==> src/rtl/scoreboard_register_file.sv <==
// rtl/scoreboard_register_file.sv - integer register file with busy scoreboard, write bypass and multi-port reads
//
// Ports:
//   clock, reset_n       sole clock (rising edge), asynchronous active-low reset
//   rd_addr / rd_data    packed read ports, port k at [k*ADDRW +: ADDRW] / [k*DATAW +: DATAW]
//   rd_busy              per-port pending-operand flag
//   wr_en/wr_addr/wr_data  writeback
//   claim_en/claim_addr  issue-side destination claim, claim_ready = accepted this cycle
//   flush                clears the whole scoreboard
//   busy_vec             scoreboard state, bit i = register i busy
//   stray_write          registered pulse: previous cycle wrote a register that was not busy
module scoreboard_register_file #(
    parameter int               DATAW        = 32,
    parameter int               NUM_REGS     = 32,
    parameter int               ADDRW        = $clog2(NUM_REGS),
    parameter int               NUM_RD_PORTS = 2,
    parameter bit               BYPASS       = 1'b1,
    parameter int               SP_INDEX     = 2,
    parameter logic [DATAW-1:0] SP_INIT      = 32'h01001000
) (
    input  logic                            clock,
    input  logic                            reset_n,
    input  logic [NUM_RD_PORTS*ADDRW-1:0]   rd_addr,
    output logic [NUM_RD_PORTS*DATAW-1:0]   rd_data,
    output logic [NUM_RD_PORTS-1:0]         rd_busy,
    input  logic                            wr_en,
    input  logic [ADDRW-1:0]                wr_addr,
    input  logic [DATAW-1:0]                wr_data,
    input  logic                            claim_en,
    input  logic [ADDRW-1:0]                claim_addr,
    output logic                            claim_ready,
    input  logic                            flush,
    output logic [NUM_REGS-1:0]             busy_vec,
    output logic                            stray_write
);

    logic [DATAW-1:0]    regs [NUM_REGS];
    logic [NUM_REGS-1:0] busy_q;

    logic wr_hit;
    logic claim_take;

    // Writes to x0 are dropped entirely: no storage update, no busy change, no stray flag.
    assign wr_hit = wr_en && (wr_addr != '0);

    // A claim on a busy register is still accepted when that register is being
    // written back in the same cycle, so issue does not lose a cycle.
    assign claim_ready = !flush && ((claim_addr == '0) || !busy_q[claim_addr] ||
                                    (wr_en && (wr_addr == claim_addr)));
    assign claim_take  = claim_en && claim_ready && (claim_addr != '0);

    assign busy_vec = busy_q;

    always_ff @(posedge clock or negedge reset_n) begin
        if (!reset_n) begin
            for (int i = 0; i < NUM_REGS; i++) begin
                regs[i] <= (i == SP_INDEX) ? SP_INIT : '0;
            end
            busy_q      <= '0;
            stray_write <= 1'b0;
        end else begin
            if (wr_hit) begin
                regs[wr_addr] <= wr_data;
            end
            stray_write <= wr_hit && !busy_q[wr_addr];
            if (flush) begin
                busy_q <= '0;
            end else begin
                if (wr_hit) begin
                    busy_q[wr_addr] <= 1'b0;
                end
                // Issued after the writeback clear so a same-register claim wins.
                if (claim_take) begin
                    busy_q[claim_addr] <= 1'b1;
                end
            end
        end
    end

    for (genvar k = 0; k < NUM_RD_PORTS; k++) begin : g_rd
        logic [ADDRW-1:0] addr_k;
        logic             zero_k;
        logic             hit_k;

        assign addr_k = rd_addr[k*ADDRW +: ADDRW];
        assign zero_k = (addr_k == '0);
        assign hit_k  = BYPASS && wr_en && (wr_addr == addr_k);

        assign rd_data[k*DATAW +: DATAW] = zero_k ? '0 :
                                           hit_k  ? wr_data : regs[addr_k];
        assign rd_busy[k] = !zero_k && !hit_k && busy_q[addr_k];
    end

endmodule

==> config.mk <==
export PLATFORM = sky130hd
export DESIGN_NAME = scoreboard_register_file
export DESIGN_NICKNAME = d
export VERILOG_FILES = /design/src/rtl/scoreboard_register_file.sv
export SDC_FILE = /design/constraint.sdc
export NUM_CORES = 2
export LEC_CHECK = 0
export CORE_MARGIN = 2
export CORE_UTILIZATION = 37
export DETAILED_ROUTE_END_ITERATION = 6
export PLACE_DENSITY = 0.58
export RECOVER_POWER = 25
export SETUP_SLACK_MARGIN = 0.05
export SYNTH_ARGS = -nofsm -noshare
export SYNTH_HDL_FRONTEND = slang
export SYNTH_SLANG_ARGS = --single-unit
==> constraint.sdc <==
create_clock -name clock -period 2.3 [get_ports clock]
set_clock_uncertainty 0.15 [all_clocks]
set_input_delay 0.23 -clock clock [delete_from_list [all_inputs] [get_ports clock]]
set_output_delay 0.23 -clock clock [all_outputs]
set_load 0.01 [all_outputs]
==> results.yml <==
worst_setup_path:
  crit_path_required_time_ns: 1.92
  crit_fanout: 2
  cp-end-kind: "primary output"
  crit_type: "reg2out"
  timing.critical_path.from_type: "register"
  crit_arrival_ns: 2.78
die:
  floorplan.die.width_um: 399
  coreArea_mm2: 0.155
  die_h_um: 399
  num_io_pins: 157
  placement_rows: 144
  die_area_mm2: 0.159
  initial_core_util: 0.373
outcome:
  failed_checks: "setup timing"
  run_status: "complete, but fails checks"
yosys:
  synth_compound_gate_area_share: 0.0587
  avg_synthesized_cell_area_um2: 14.1
  synthesis.yosys.warnings: 0
  ys_ff_latch: 1057
  synth.top_cells.by_area: "sky130_fd_sc_hd__dfrtp_1 46%, sky130_fd_sc_hd__mux2_2 20%, sky130_fd_sc_hd__mux4_2 16%"
  post_synthesis_xor_xnor_area_fraction: 0.00228
  synth_enable_flop_cells: 0
  synthesis.instances: 4103
  synth_largest_type_area_fraction: 0.457
  post_synth_fa_ha_maj_area_fraction: 0
  synth.mux.area_fraction: 0.412
  post_synth_and_or_nand_nor_area_fraction: 0.0305
  synth_area_mm2: 0.0577
  synth.largest_area_cell: "sky130_fd_sc_hd__dfrtp_1"
  synth_top_family_by_area: "multiplexers"
  synthArstFlopShare: 1.00
  seq_area_frac_synth: 0.458
  synthFlopType: "sky130_fd_sc_hd__dfrtp_1"
  postSynthNetCount: 4160
  synth_cell_types: 66
clock_network:
  cts_num_sinks: 1057
  cts_tree: "done"
  cts_made_buffers: 114
  clk_path_buf_depth: 3
  clock_tree.root_cell: "sky130_fd_sc_hd__clkbuf_16"
  clkSlewWorstSetupHoldPaths_ns: 0.06
  clock_latency_ns: 0.79
  cts_htree_levels: 3
global_route:
  antenna_found_initial: 4
  grt_first_pass_wirelength_mm: 327
  gr-total-overflow: 0
  grt_max_degree: 101
  grt_pass1_vias: 44700
  globalRouteTotalUtil: 0.285
route:
  postRouteWirelength_mm: 228
  firstDrtPassIters: 5
  detailed_route_drc_error_count: 0
  drt_first_iter_violations: 4184
  vias_per_cell: 6.06
  dr_total_vias: 43600
  ant_nets: 0
  route.detailed.wl_per_inst_um: 31.7
sta:
  final_period_minus_worst_setup_slack_ns: 3.16
  final_max_slew_viol_count: 0
  highest_clock_rate_ghz: 0.316
  worst_slew_margin_rel: 0.274
  finalHoldViolCount: 0
  setup_viol: 84
  rsz0062_at_grt: "yes"
  post-route-period-util: 1.38
  worst_slew_pin_slew_ns: 1.09
  post-route-worst-setup-slack_ns: -0.863
  setup-tns-final_ns: -36.20
run:
  timing.max_cap.violations: 0
placed_design:
  place.port_buffers: 156
  numPlacedInstances: 6931
  global_placer_s_final_weighted_congestion: 0.899
  dp_hpwl_mm: 156
layout:
  final_nets: 5098
  syn_to_final_growth_pct: 31.7
  layout-drive-gt1-share: 0.602
  post_route_non_filler_standard_cell_count: 7185
  finalCoreUtilization: 0.492
  antenna_cells_inserted: 0
power_and_ir_drop:
  p_leak_nw: 33.9
  worst_ir_drop_vdd_mv: 0.740
  power_density_mw_per_mm2: 774
min_path:
  min-delay-path-class: "in2reg"
## cells in the mapped netlist, drive strengths merged, types with 4 or more instances
cell and number:
a211oi 27, o21bai 12, a32o 20, o211ai 10
o21ai 46, a21oi 65, or3 4, nand3 54
or3b 9, xor2 6, a22o 12, mux2i 308
o31ai 13, a221o 11, or2 5, buf 226
and2 8, nand4 10, o22ai 94, mux2 1018
o32ai 12, nor4 19, a221oi 23, nand2 71
nor3 48, nor2 65, o221ai 28, xnor2 9
nand3b 7, mux4 410, inv 15, dfrtp 1055
clkbuf 234, a22oi 71, o2bb2ai 4, nor2b 20
nand2b 13, a211o 11
## critical path, stage by stage, from the launching register on
cell                      delay [ns]
sky130_fd_sc_hd__dfrtp_1        0.38
sky130_fd_sc_hd__mux4_2         0.49
sky130_fd_sc_hd__mux4_2         0.47
sky130_fd_sc_hd__and3_1         0.15
sky130_fd_sc_hd__a221o_1        0.34
sky130_fd_sc_hd__buf_2          0.17
## cell usage in the layout (no fill, tap or decap), types with 49 or more instances in the layout
master / count
sky130_fd_sc_hd__nand2_1: 58
sky130_fd_sc_hd__clkbuf_16: 114
sky130_fd_sc_hd__mux2_2: 1014
sky130_fd_sc_hd__o22ai_1: 80
sky130_fd_sc_hd__buf_4: 829
sky130_fd_sc_hd__buf_12: 196
sky130_fd_sc_hd__dfrtp_1: 1055
sky130_fd_sc_hd__a22oi_2: 49
sky130_fd_sc_hd__mux4_2: 410
sky130_fd_sc_hd__buf_6: 97
sky130_fd_sc_hd__mux2i_1: 286
## registers in the layout (all words and copies together) (netlist names)
signal	flops
stray_write	1
busy_vec	32
regs	1024
## cells by family (layout without fill, tap and decap cells)
kind of cell	after synthesis	count (layout)
mux	1736	1736
flops	1057	1057
compound gates	476	476
buf+inv	475	1513
simple gates	344	344
xor+xnor	15	15
## power breakdown
part	internal [mW]	switching, mW	leakage (nW)	total, mW
sequential	22.0	2.36	13.6	24.4
combinational	8.90	6.13	18.3	15.0
clock	11.2	8.26	1.94	19.4
total	42.1	16.8	33.9	58.9
## routing by layer
layer | share of wire | up-vias | GRT usage
met3 | 0.073 | 457 | 0.0555
met1 | 0.42 | 23400 | 0.391
li1 | - | 17800 | -
met5 | 0.000092 | - | 0
met2 | 0.46 | 1901 | 0.445
met4 | 0.045 | 4 | 0.109
## repair_timing
action                                 4_1_cts  5_1_grt
gates resized for setup                    580       87
pin swaps                                  184       84
hold buffers                                 6        0
endpoints found under the hold margin     1082        0
setup endpoints to repair                   92       77
buffers inserted                            37        7
cloned                                       1        0
## metrics by stage
step	setup slack (ns)	power (mW)	area (um^2)	hold WS (ns)
after CTS	-0.902	58.8	75800	0.00290
after global placement	-1.46	38.4	70700	0.0613
after detailed placement	-1.47	38.9	70700	0.0546
after global routing	-0.904	61.1	76000	0.0757
final	-0.863	58.9	76000	0.0364
after floorplan	0.0434	32.2	57700	-0.216
## final timing paths
kind / from / end / slack [ns] / cells past startpoint
max: regs[283] / rd_data[59] / -0.86 / 5
min: claim_addr[0] / busy_vec[13] / 0.04 / 5
max reg2reg: busy_vec[26] / stray_write / 0.06 / 7
min reg2reg: regs[999] / regs[999] / 0.24 / 0
max in group asynchronous: reset_n / regs[930] / -0.10 / 3
min in group asynchronous: reset_n / regs[235] / 0.70 / 3
## layout make-up
cell class / count / area (um^2)
fillers: 13400 / 78600
flip-flops and latches: 1057 / 26500
inverters: 15 / 56.3
clock inverters: 47 / 572
clock buffers: 169 / 3340
well taps: 2044 / 2560
multi-input cells: 2571 / 30500
repair buffers: 1282 / 12500
Note: power is estimated with default switching activity, not from simulation.
